### src/rtl/multi_rope_display.sv
// Multi-rope sprite for a VGA overlay.
// Each rope hangs from TOP_LEFT_Y and animates its length between
// MIN_LEN and MAX_LEN, one pixel every FRAMES_PER_STEP frames. The
// bottom ROPE_WIDTH rows of each rope are drawn as a knot. The pixel
// outputs are registered, so they lag pixelX/pixelY by one clock.
//
// Per-rope direction FSM:
//   state   | meaning
//   EXTEND  | length grows by one pixel per step until MAX_LEN
//   RETRACT | length shrinks by one pixel per step until MIN_LEN
module multi_rope_display #(
  parameter int          NUM_ROPES       = 4,
  parameter int          TOP_LEFT_X      = 150,
  parameter int          TOP_LEFT_Y      = 100,
  parameter int          ROPE_SPACING    = 64,
  parameter int          ROPE_WIDTH      = 4,
  parameter int          MIN_LEN         = 32,
  parameter int          MAX_LEN         = 160,
  parameter int          FRAMES_PER_STEP = 2,
  parameter logic [7:0]  ROPE_COLOR      = 8'h8C,
  parameter logic [7:0]  KNOT_COLOR      = 8'h64,
  parameter logic [7:0]  TRANSPARENT     = 8'hFF
) (
  input  logic        clk,
  input  logic        resetN,
  input  logic [10:0] pixelX,
  input  logic [10:0] pixelY,
  input  logic        startOfFrame,
  input  logic        freeze,
  output logic        ropeDR,
  output logic [7:0]  ropeRGB,
  output logic [2:0]  ropeIndex
);

  typedef enum logic {
    EXTEND  = 1'b0,
    RETRACT = 1'b1
  } dir_t;

  localparam logic [9:0]  MIN_L      = 10'(MIN_LEN);
  localparam logic [9:0]  MAX_L      = 10'(MAX_LEN);
  localparam logic [7:0]  LAST_FRAME = 8'(FRAMES_PER_STEP - 1);
  localparam logic [11:0] Y_TOP      = 12'(TOP_LEFT_Y);
  localparam logic [11:0] WIDTH_12   = 12'(ROPE_WIDTH);

  // Animation state
  logic       armed;
  logic [7:0] frame_cnt;
  logic [7:0] frame_cnt_nxt;
  logic       advance;
  logic       step;
  logic [9:0] len     [NUM_ROPES];
  logic [9:0] len_nxt [NUM_ROPES];
  dir_t       dir     [NUM_ROPES];
  dir_t       dir_nxt [NUM_ROPES];

  // Hit-test results
  logic [11:0] px;
  logic [11:0] py;
  logic        hit;
  logic        knot;
  logic [2:0]  hit_idx;

  assign px = {1'b0, pixelX};
  assign py = {1'b0, pixelY};

  // Armed goes high one clock after reset release, so a frame pulse
  // landing on the release edge is ignored rather than half-processed.
  always_ff @(posedge clk or negedge resetN) begin
    if (!resetN) begin
      armed <= 1'b0;
    end else begin
      armed <= 1'b1;
    end
  end

  // Frame counter and per-rope length/direction registers.
  always_ff @(posedge clk or negedge resetN) begin
    if (!resetN) begin
      frame_cnt <= 8'd0;
      for (int i = 0; i < NUM_ROPES; i++) begin
        if ((i % 2) == 0) begin
          len[i] <= MIN_L;
          dir[i] <= EXTEND;
        end else begin
          len[i] <= MAX_L;
          dir[i] <= RETRACT;
        end
      end
    end else begin
      frame_cnt <= frame_cnt_nxt;
      for (int i = 0; i < NUM_ROPES; i++) begin
        len[i] <= len_nxt[i];
        dir[i] <= dir_nxt[i];
      end
    end
  end

  // Next-state: counter advance, step generation and length sweep.
  // Lengths only move on a frame pulse, so a frame is drawn with one
  // consistent set of lengths.
  always_comb begin
    advance       = startOfFrame && !freeze && armed;
    step          = advance && (frame_cnt == LAST_FRAME);
    frame_cnt_nxt = frame_cnt;
    if (advance) begin
      frame_cnt_nxt = step ? 8'd0 : frame_cnt + 8'd1;
    end
    for (int i = 0; i < NUM_ROPES; i++) begin
      len_nxt[i] = len[i];
      dir_nxt[i] = dir[i];
      if (step) begin
        case (dir[i])
          EXTEND: begin
            // >= rather than == so a length can never pass MAX_LEN
            if (len[i] + 10'd1 >= MAX_L) begin
              len_nxt[i] = MAX_L;
              dir_nxt[i] = RETRACT;
            end else begin
              len_nxt[i] = len[i] + 10'd1;
            end
          end
          RETRACT: begin
            if (len[i] <= MIN_L + 10'd1) begin
              len_nxt[i] = MIN_L;
              dir_nxt[i] = EXTEND;
            end else begin
              len_nxt[i] = len[i] - 10'd1;
            end
          end
          default: begin
            len_nxt[i] = MIN_L;
            dir_nxt[i] = EXTEND;
          end
        endcase
      end
    end
  end

  // Hit test against the current (pre-update) lengths. Scanning from
  // the highest index down lets the lowest-index hit win.
  always_comb begin
    logic [11:0] x_left;
    logic [11:0] y_bot;
    x_left  = 12'd0;
    y_bot   = 12'd0;
    hit     = 1'b0;
    knot    = 1'b0;
    hit_idx = 3'd0;
    for (int i = NUM_ROPES - 1; i >= 0; i--) begin
      x_left = 12'(TOP_LEFT_X + i * ROPE_SPACING);
      y_bot  = Y_TOP + {2'b00, len[i]};
      if ((px >= x_left) && (px < x_left + WIDTH_12) &&
          (py >= Y_TOP) && (py < y_bot)) begin
        hit     = 1'b1;
        hit_idx = 3'(i);
        knot    = (py >= y_bot - WIDTH_12);
      end
    end
  end

  // Registered pixel outputs, one clock behind the pixel coordinates.
  always_ff @(posedge clk or negedge resetN) begin
    if (!resetN) begin
      ropeDR    <= 1'b0;
      ropeRGB   <= TRANSPARENT;
      ropeIndex <= 3'd0;
    end else begin
      ropeDR    <= hit;
      ropeRGB   <= hit ? (knot ? KNOT_COLOR : ROPE_COLOR) : TRANSPARENT;
      ropeIndex <= hit ? hit_idx : 3'd0;
    end
  end

endmodule

### config.mk
export PLATFORM = sky130hd
export DESIGN_NAME = multi_rope_display
export DESIGN_NICKNAME = d
export VERILOG_FILES = /design/src/rtl/multi_rope_display.sv
export SDC_FILE = /design/constraint.sdc
export NUM_CORES = 1
export LEC_CHECK = 0
export BUFFER_PORTS_ARGS = -buffer_cell sky130_fd_sc_hd__clkbuf_2
export CORE_ASPECT_RATIO = 1.4
export CORE_MARGIN = 2
export CORE_UTILIZATION = 59
export DETAILED_ROUTE_END_ITERATION = 12
export HOLD_SLACK_MARGIN = 0.03
export PLACE_DENSITY_LB_ADDON = 0.3
export SYNTH_ARGS = -nofsm -noshare
export SYNTH_HDL_FRONTEND = slang
export SYNTH_SLANG_ARGS = --single-unit
### constraint.sdc
create_clock -name clk -period 3.6 [get_ports clk]
set_input_delay 0.72 -clock clk [delete_from_list [all_inputs] [get_ports clk]]
set_output_delay 0.72 -clock clk [all_outputs]
set_load 0.1 [all_outputs]
==> impl_metrics.tcl, run 1 <==
set metrics [dict create \
    status "finished, final reports clean" \
    grt_max_degree 52 \
    placementRows 46 \
    use_met2_pct 48.90 \
    reg2reg_depth 13 \
    worstSetupEndpointType "flip-flop" \
    synth_common_cells "ha_1 (99), nand2_1 (74), a21oi_1 (63)" \
    root_buffer "clkbuf_16" \
    met1_usage_pct 34.92 \
    dr_total_vias 6690 \
    area_growth_pct 9.016 \
    grt_use_total_pct 28.24 \
    yosysSeqAreaShare_pct 21.78 \
    grt_busiest_layer "met2" \
    port_buffers 34 \
    finalNetCount 997 \
    cts.reportedPaths.clkPinSlew_ns 0.05 \
    maxSlewHeadroom_pct 36.30 \
    drc 0 \
    cp.required_ns 3.85 \
    pwr_density_cell_nw_per_um2 578.1 \
    cp-start-kind "flip-flop" \
    synthArstFlopShare_pct 100.0 \
    synth_cells 853 \
    netlist_area_um2 6842 \
    path_class "flip-flop to flip-flop" \
    hold_path.class "flip-flop to flip-flop" \
    maxCapViolations 0 \
    startpoint "len[3]$_DFFE_PN0P_" \
    cp_cell_sequence "and3_2, xnor2_1, nor2_1, a21oi_1, or4_4, nor2_1, xor2_1, ha_1, a2111oi_2, o211ai_1, o2111a_1, a2111oi_4, o21ai_1" \
    slowest_delay_ns 0.47 \
    cts_max_level 3 \
    clkLatencyLatePin_ns 0.34 \
    worstPathArrival_ns 3.67 \
    peakVddDrop_mv 0.4055 \
    yosysMostFrequentCell "ha_1" \
    hpwl_mm 12.63 \
    finalSetupViolCount 0 \
    antenna_found_initial 0 \
    crit_buf_inv 0 \
    ys_ff_latch 59 \
    cts.path.max_buffers 2 \
    ys_top_cells_by_area "ha_1 (18%), dfrtp_1 (18%), xnor2_1 (4.7%)" \
    critPathSlowestCell "dfrtp_2" \
    tightest_slew_ns 0.9555 \
    finalNonFillerCells 1021 \
    cts_tree "built" \
    use_met3_pct 3.727 \
    synth-edff-count 0 \
    diodes 0 \
    reg2reg_slack_ns 0.18 \
    place_area_um2 7131 \
    antenna_left 0 \
    critPathTopFamily "compound AO/OA/AOI/OAI gates" \
    core_um2 11340 \
    dieArea_um2 12490 \
    fmaxAchievable_mhz 292.6 \
    numCtsBuffers 9 \
    finalClockSkew_ns 0.01115 \
    crit_top_cell "nor2_1" \
    drv_slew 0 \
    routedWlPerCell_um 16.97 \
    ys.flop_type "dfrtp_1" \
    synth.distinct_cells 72 \
    drt_iter0_markers 307 \
    vias_per_cell 6.552 \
    grt_first_pass_wirelength_mm 29.16 \
    crit_fanout 8 \
    final_hold_viol_count 0 \
    routed_wl_mm 17.33 \
    synth_top_area_share_pct 18.11 \
    p_leak_nw 3.199 \
    globalplace.congestion 0.9193 \
    drive_gt1_share_pct 11.52 \
    syn_avg_cell_area_um2 8.021 \
    synth_largest_area_cell "ha_1" \
    crit_cells 13 \
    grt_overflow 0 \
    period_share_pct 94.94 \
    initial_utilization_pct 60.34 \
    fin_area_um2 7458 \
    endpoint "ropeRGB[6]$_DFF_PN1_" \
    timing.rr.start "len[3]$_DFFE_PN0P_" \
    die-width_um 95.01 \
    first_pass_iters 5 \
    min_period_ns 3.418 \
    placedCellCount 1002 \
    total_power_mw 4.312 \
    cts_sinks 59 \
    ioPinCount 38 \
    yosys_warnings 0 \
    grt_pass1_vias 6417 \
    die_h_um 131.4 \
    r2r_end "ropeRGB[6]$_DFF_PN1_" \
]
## worst min-delay path by stage
stage | endpoint | depth (start not counted) | startpoint
after floorplan | armed$_DFF_PN0_ | 0 | resetN
after global placement | frame_cnt[7]$_DFFE_PN0P_ | 1 | frame_cnt[7]$_DFFE_PN0P_
after detailed placement | frame_cnt[7]$_DFFE_PN0P_ | 1 | frame_cnt[7]$_DFFE_PN0P_
after CTS | frame_cnt[7]$_DFFE_PN0P_ | 1 | frame_cnt[7]$_DFFE_PN0P_
after global routing | frame_cnt[7]$_DFFE_PN0P_ | 1 | frame_cnt[7]$_DFFE_PN0P_
final | frame_cnt[7]$_DFFE_PN0P_ | 1 | frame_cnt[7]$_DFFE_PN0P_
## routing by layer
| metal | routed length [um] | up-vias | part of all wire, % |
|---|---|---|---|
| met5 | 0 | - | 0 |
| met4 | 528 | 0 | 3.0 |
| met3 | 901 | 47 | 5.2 |
| met2 | 8837 | 244 | 51 |
| met1 | 7061 | 3194 | 41 |
| li1 | - | 3205 | - |
## layout make-up
cell class	count	area, um^2
inverters	45	168.9
clock inverters	3	15.01
multi-input cells	703	5020
well taps	144	180.2
clock buffers	13	250.2
repair buffers	54	330.3
flip-flops and latches	59	1494
fillers	912	3880
## sequential cells by signal, summed over array words and instances (netlist names)
name       count
armed          1
ropeIndex      2
dir            4
ropeRGB        3
len           40
frame_cnt      8
ropeDR         1
## timing repair
item,in CTS,in global routing
hold buffers,0,0
buffers inserted,0,3
setup endpoints to repair,0,2
gates resized for setup,0,13
hold endpoints to repair,0,0
## power by group
group          switching [mW]  total [mW]  internal (mW)
clock                   0.314       0.795          0.481
sequential              0.331        1.17          0.844
combinational            1.40        2.34          0.946
total                    2.04        4.31           2.27
## cell families (layout without fill, tap and decap cells)
group	Yosys count	after routing	share of synthesized area, %
xor+xnor	62	62	8.047
mux	1	1	0.1463
other cells	2	3	0.1098
compound gates	260	260	25.57
simple gates	278	278	20.74
fa+ha+maj	99	99	18.11
buf+inv	92	115	5.505
flops	59	59	21.78
## cells in the final DEF (no fill, tap or decap), types with 6 or more instances in the layout
| cell | synthesis | routed |
|---|---|---|
| o21ai_0 | 56 | 56 |
| clkbuf_2 | 0 | 35 |
| a21oi_1 | 63 | 62 |
| nor3_1 | 23 | 22 |
| and3_1 | 13 | 12 |
| a211oi_1 | 13 | 13 |
| nor2_1 | 46 | 45 |
| o211ai_1 | 12 | 12 |
| inv_1 | 45 | 45 |
| o31ai_1 | 9 | 9 |
| nand4_1 | 18 | 18 |
| o22ai_1 | 7 | 7 |
| nor4_1 | 8 | 8 |
| nand3_1 | 33 | 33 |
| dfrtp_1 | 48 | 45 |
| xnor2_1 | 37 | 36 |
| nor2b_1 | 6 | 6 |
| ha_1 | 99 | 97 |
| a31oi_1 | 13 | 13 |
| dfstp_2 | 11 | 11 |
| or3_1 | 11 | 11 |
| a21o_1 | 12 | 12 |
| buf_4 | 7 | 18 |
| nand2b_1 | 15 | 15 |
| clkbuf_16 | 0 | 9 |
| o21a_1 | 10 | 10 |
| xor2_1 | 24 | 24 |
| o221ai_1 | 7 | 7 |
| nand2_1 | 74 | 74 |
## through the flow
stage	hold WS, ns	worst slack (ns)	utilization, %	TNS [ns]
final	0.4930	0.1820	65.78	0
after global routing	0.4976	-0.02645	65.78	-0.02645
after CTS	0.4944	0.02195	65.23	0
after detailed placement	0.4859	0.04572	62.89	0
after global placement	0.4650	0.1512	62.89	0
after floorplan	0.4244	0.2636	-	0
## worst reg2reg max path, delay by kind of cell (launching register included)
kind | cells | cell delay, ns
AOI/OAI and AO/OA | 6 | 1.26
and+or+nand+nor | 4 | 0.96
DFF | 1 | 0.47
xor gates and xnor gates | 2 | 0.37
adders and majority gates | 1 | 0.29
No activity file was read; power rests on OpenSTA's default activity.
==> run 2, diff against run 1 <==
--- a/config.mk
+++ b/config.mk
@@ -9,6 +9,7 @@
 export CORE_ASPECT_RATIO = 1.4
 export CORE_MARGIN = 2
 export CORE_UTILIZATION = 59
+export CTS_BUF_LIST = sky130_fd_sc_hd__clkbuf_16
 export DETAILED_ROUTE_END_ITERATION = 12
 export HOLD_SLACK_MARGIN = 0.03
 export PLACE_DENSITY_LB_ADDON = 0.3
==> impl_metrics.tcl, run 2 (same netlist as run 1, synthesis figures left out) <==
set metrics [dict create \
    maxCapViolations 0 \
    grt_max_degree 52 \
    routedWlPerCell_um 16.93 \
    setup_tns_ns 0 \
    cts_tree "built" \
    drt_iter0_markers 335 \
    fmaxAchievable_mhz 293.8 \
    startpoint "len[3]$_DFFE_PN0P_" \
    fin_area_um2 7456 \
    initial_utilization_pct 60.34 \
    ioPinCount 38 \
    status "finished, final reports clean" \
    first_pass_iters 5 \
    drive_gt1_share_pct 11.52 \
    fill_cells 915 \
    place_area_um2 7131 \
    hp-start "frame_cnt[7]$_DFFE_PN0P_" \
    cts_max_level 3 \
    drv_slew 0 \
    finalSetupViolCount 0 \
    grt_first_pass_wirelength_mm 29.09 \
    pwr_density_cell_nw_per_um2 573.4 \
    dieArea_um2 12490 \
    peakVddDrop_mv 0.4100 \
    worstPathArrival_ns 3.65 \
    final_cell_mix "ha_1 (97), nand2_1 (74), a21oi_1 (62)" \
    preCtsSetupSlack_ns 0.04572 \
    die-width_um 95.01 \
    globalplace.congestion 0.9193 \
    placementRows 46 \
    hold_path.class "flip-flop to flip-flop" \
    cp-start-kind "flip-flop" \
    antenna_left 0 \
    routed_wl_mm 17.29 \
    antenna_found_initial 0 \
    maxSlewHeadroom_pct 37.20 \
    met1_usage_pct 34.92 \
    tightest_slew_ns 0.9421 \
    worstSetupEndpointType "flip-flop" \
    p_leak_nw 3.210 \
    min_period_ns 3.404 \
    use_met3_pct 3.670 \
    timing.rr.start "len[3]$_DFFE_PN0P_" \
    die_h_um 131.4 \
    finalClockSkew_ns 0.01052 \
    grt_use_total_pct 28.13 \
    dr_total_vias 6663 \
    setup_ws_ns 0.1960 \
    cts.path.max_buffers 2 \
    final_hold_viol_count 0 \
    postCtsHoldBufs 0 \
    drc 0 \
    core_um2 11340 \
    vias_per_cell 6.526 \
    diodes 0 \
    final_common_cell "ha_1" \
    finalNetCount 997 \
    path_class "flip-flop to flip-flop" \
    grt_overflow 0 \
    area_growth_pct 8.979 \
    port_buffers 34 \
    numCtsBuffers 9 \
    holdWs_ns 0.4930 \
    top_regs "len: 40 flops, frame_cnt: 8 flops, dir: 4 flops" \
    cts.reportedPaths.clkPinSlew_ns 0.05 \
    rsz0062_at_grt "false" \
    clkLatencyLatePin_ns 0.34 \
    cp.required_ns 3.85 \
    use_met2_pct 48.90 \
    placedCellCount 1002 \
    root_buffer "clkbuf_16" \
    hpwl_mm 12.63 \
    regMostFlops "len" \
    crit_fanout 8 \
    grt_pass1_vias 6398 \
    period_share_pct 94.56 \
    cts_sinks 59 \
    grt_busiest_layer "met2" \
    largest_reg_flops 40 \
    finalNonFillerCells 1021 \
]
==> run 2: changes by cell type in the layout (fill, tap and decap cells not counted) <==
cell,change
clkbuf_1,-3
clkbuf_8,-1
inv_1,+3
xnor2_1,-1
clkinv_1,+1
xnor2_2,+1
==> run 2: worst max-delay path: stages (launching register included) <==
cell and delay, ns:
dfrtp_2 0.47, and3_2 0.26, xnor2_1 0.17, nor2_1 0.11, a21oi_1 0.05, or4_4 0.44
nor2_1 0.15, xor2_1 0.20, ha_1 0.29, a2111oi_2 0.36, o211ai_1 0.15, o2111a_1 0.20
a2111oi_4 0.38, o21ai_1 0.11
==> run 2: timing repair <==
action,in CTS,in global routing
buffers inserted,0,3
resized for setup,0,14
setup endpoints to repair,0,2
==> run 2: report_power, final <==
group	switching [mW]	leakage, nW	internal, mW
clock network	0.313	0.140	0.451
logic	1.39	2.36	0.945
registers	0.331	0.708	0.844
total	2.03	3.21	2.24
==> run 2: metrics by stage <==
| step | util (%) | power (mW) |
|---|---|---|
| 2_1_floorplan | - | 2.848 |
| 3_3_place_gp | 62.89 | 3.298 |
| 3_5_place_dp | 62.89 | 3.431 |
| 4_1_cts | 65.14 | 4.211 |
| 5_1_grt | 65.76 | 4.664 |
| 6_report | 65.76 | 4.275 |
==> run 2: area by class of cell <==
| class | count | area (um^2) | area share, % |
|---|---|---|---|
| sequential | 59 | 1494 | 20.04 |
| inverter | 45 | 168.9 | 2.265 |
| tap | 144 | 180.2 | 2.417 |
| clock buffer | 9 | 225.2 | 3.021 |
| clock inverter | 7 | 30.03 | 0.4028 |
| multi-input combinational | 703 | 5027 | 67.43 |
| timing repair buffer | 54 | 330.3 | 4.430 |
==> run 2: worst paths after layout <==
| check | endpoint | slack (ns) | cells after the start |
|---|---|---|---|
| max in group asynchronous | len[35]$_DFFE_PN1P_ | 2.14 | 2 |
| min | frame_cnt[7]$_DFFE_PN0P_ | 0.49 | 1 |
| max | ropeRGB[6]$_DFF_PN1_ | 0.20 | 13 |
| max reg2reg | ropeRGB[6]$_DFF_PN1_ | 0.20 | 13 |
| min reg2reg | frame_cnt[7]$_DFFE_PN0P_ | 0.49 | 1 |
| min in group asynchronous | len[38]$_DFFE_PN0P_ | 0.51 | 1 |
==> run 2: per-layer routing <==
metal	part of all wire (%)	routed length, um
met1	41	7038
met2	51	8856
met3	5.5	946
met4	2.6	448
met5	0	0
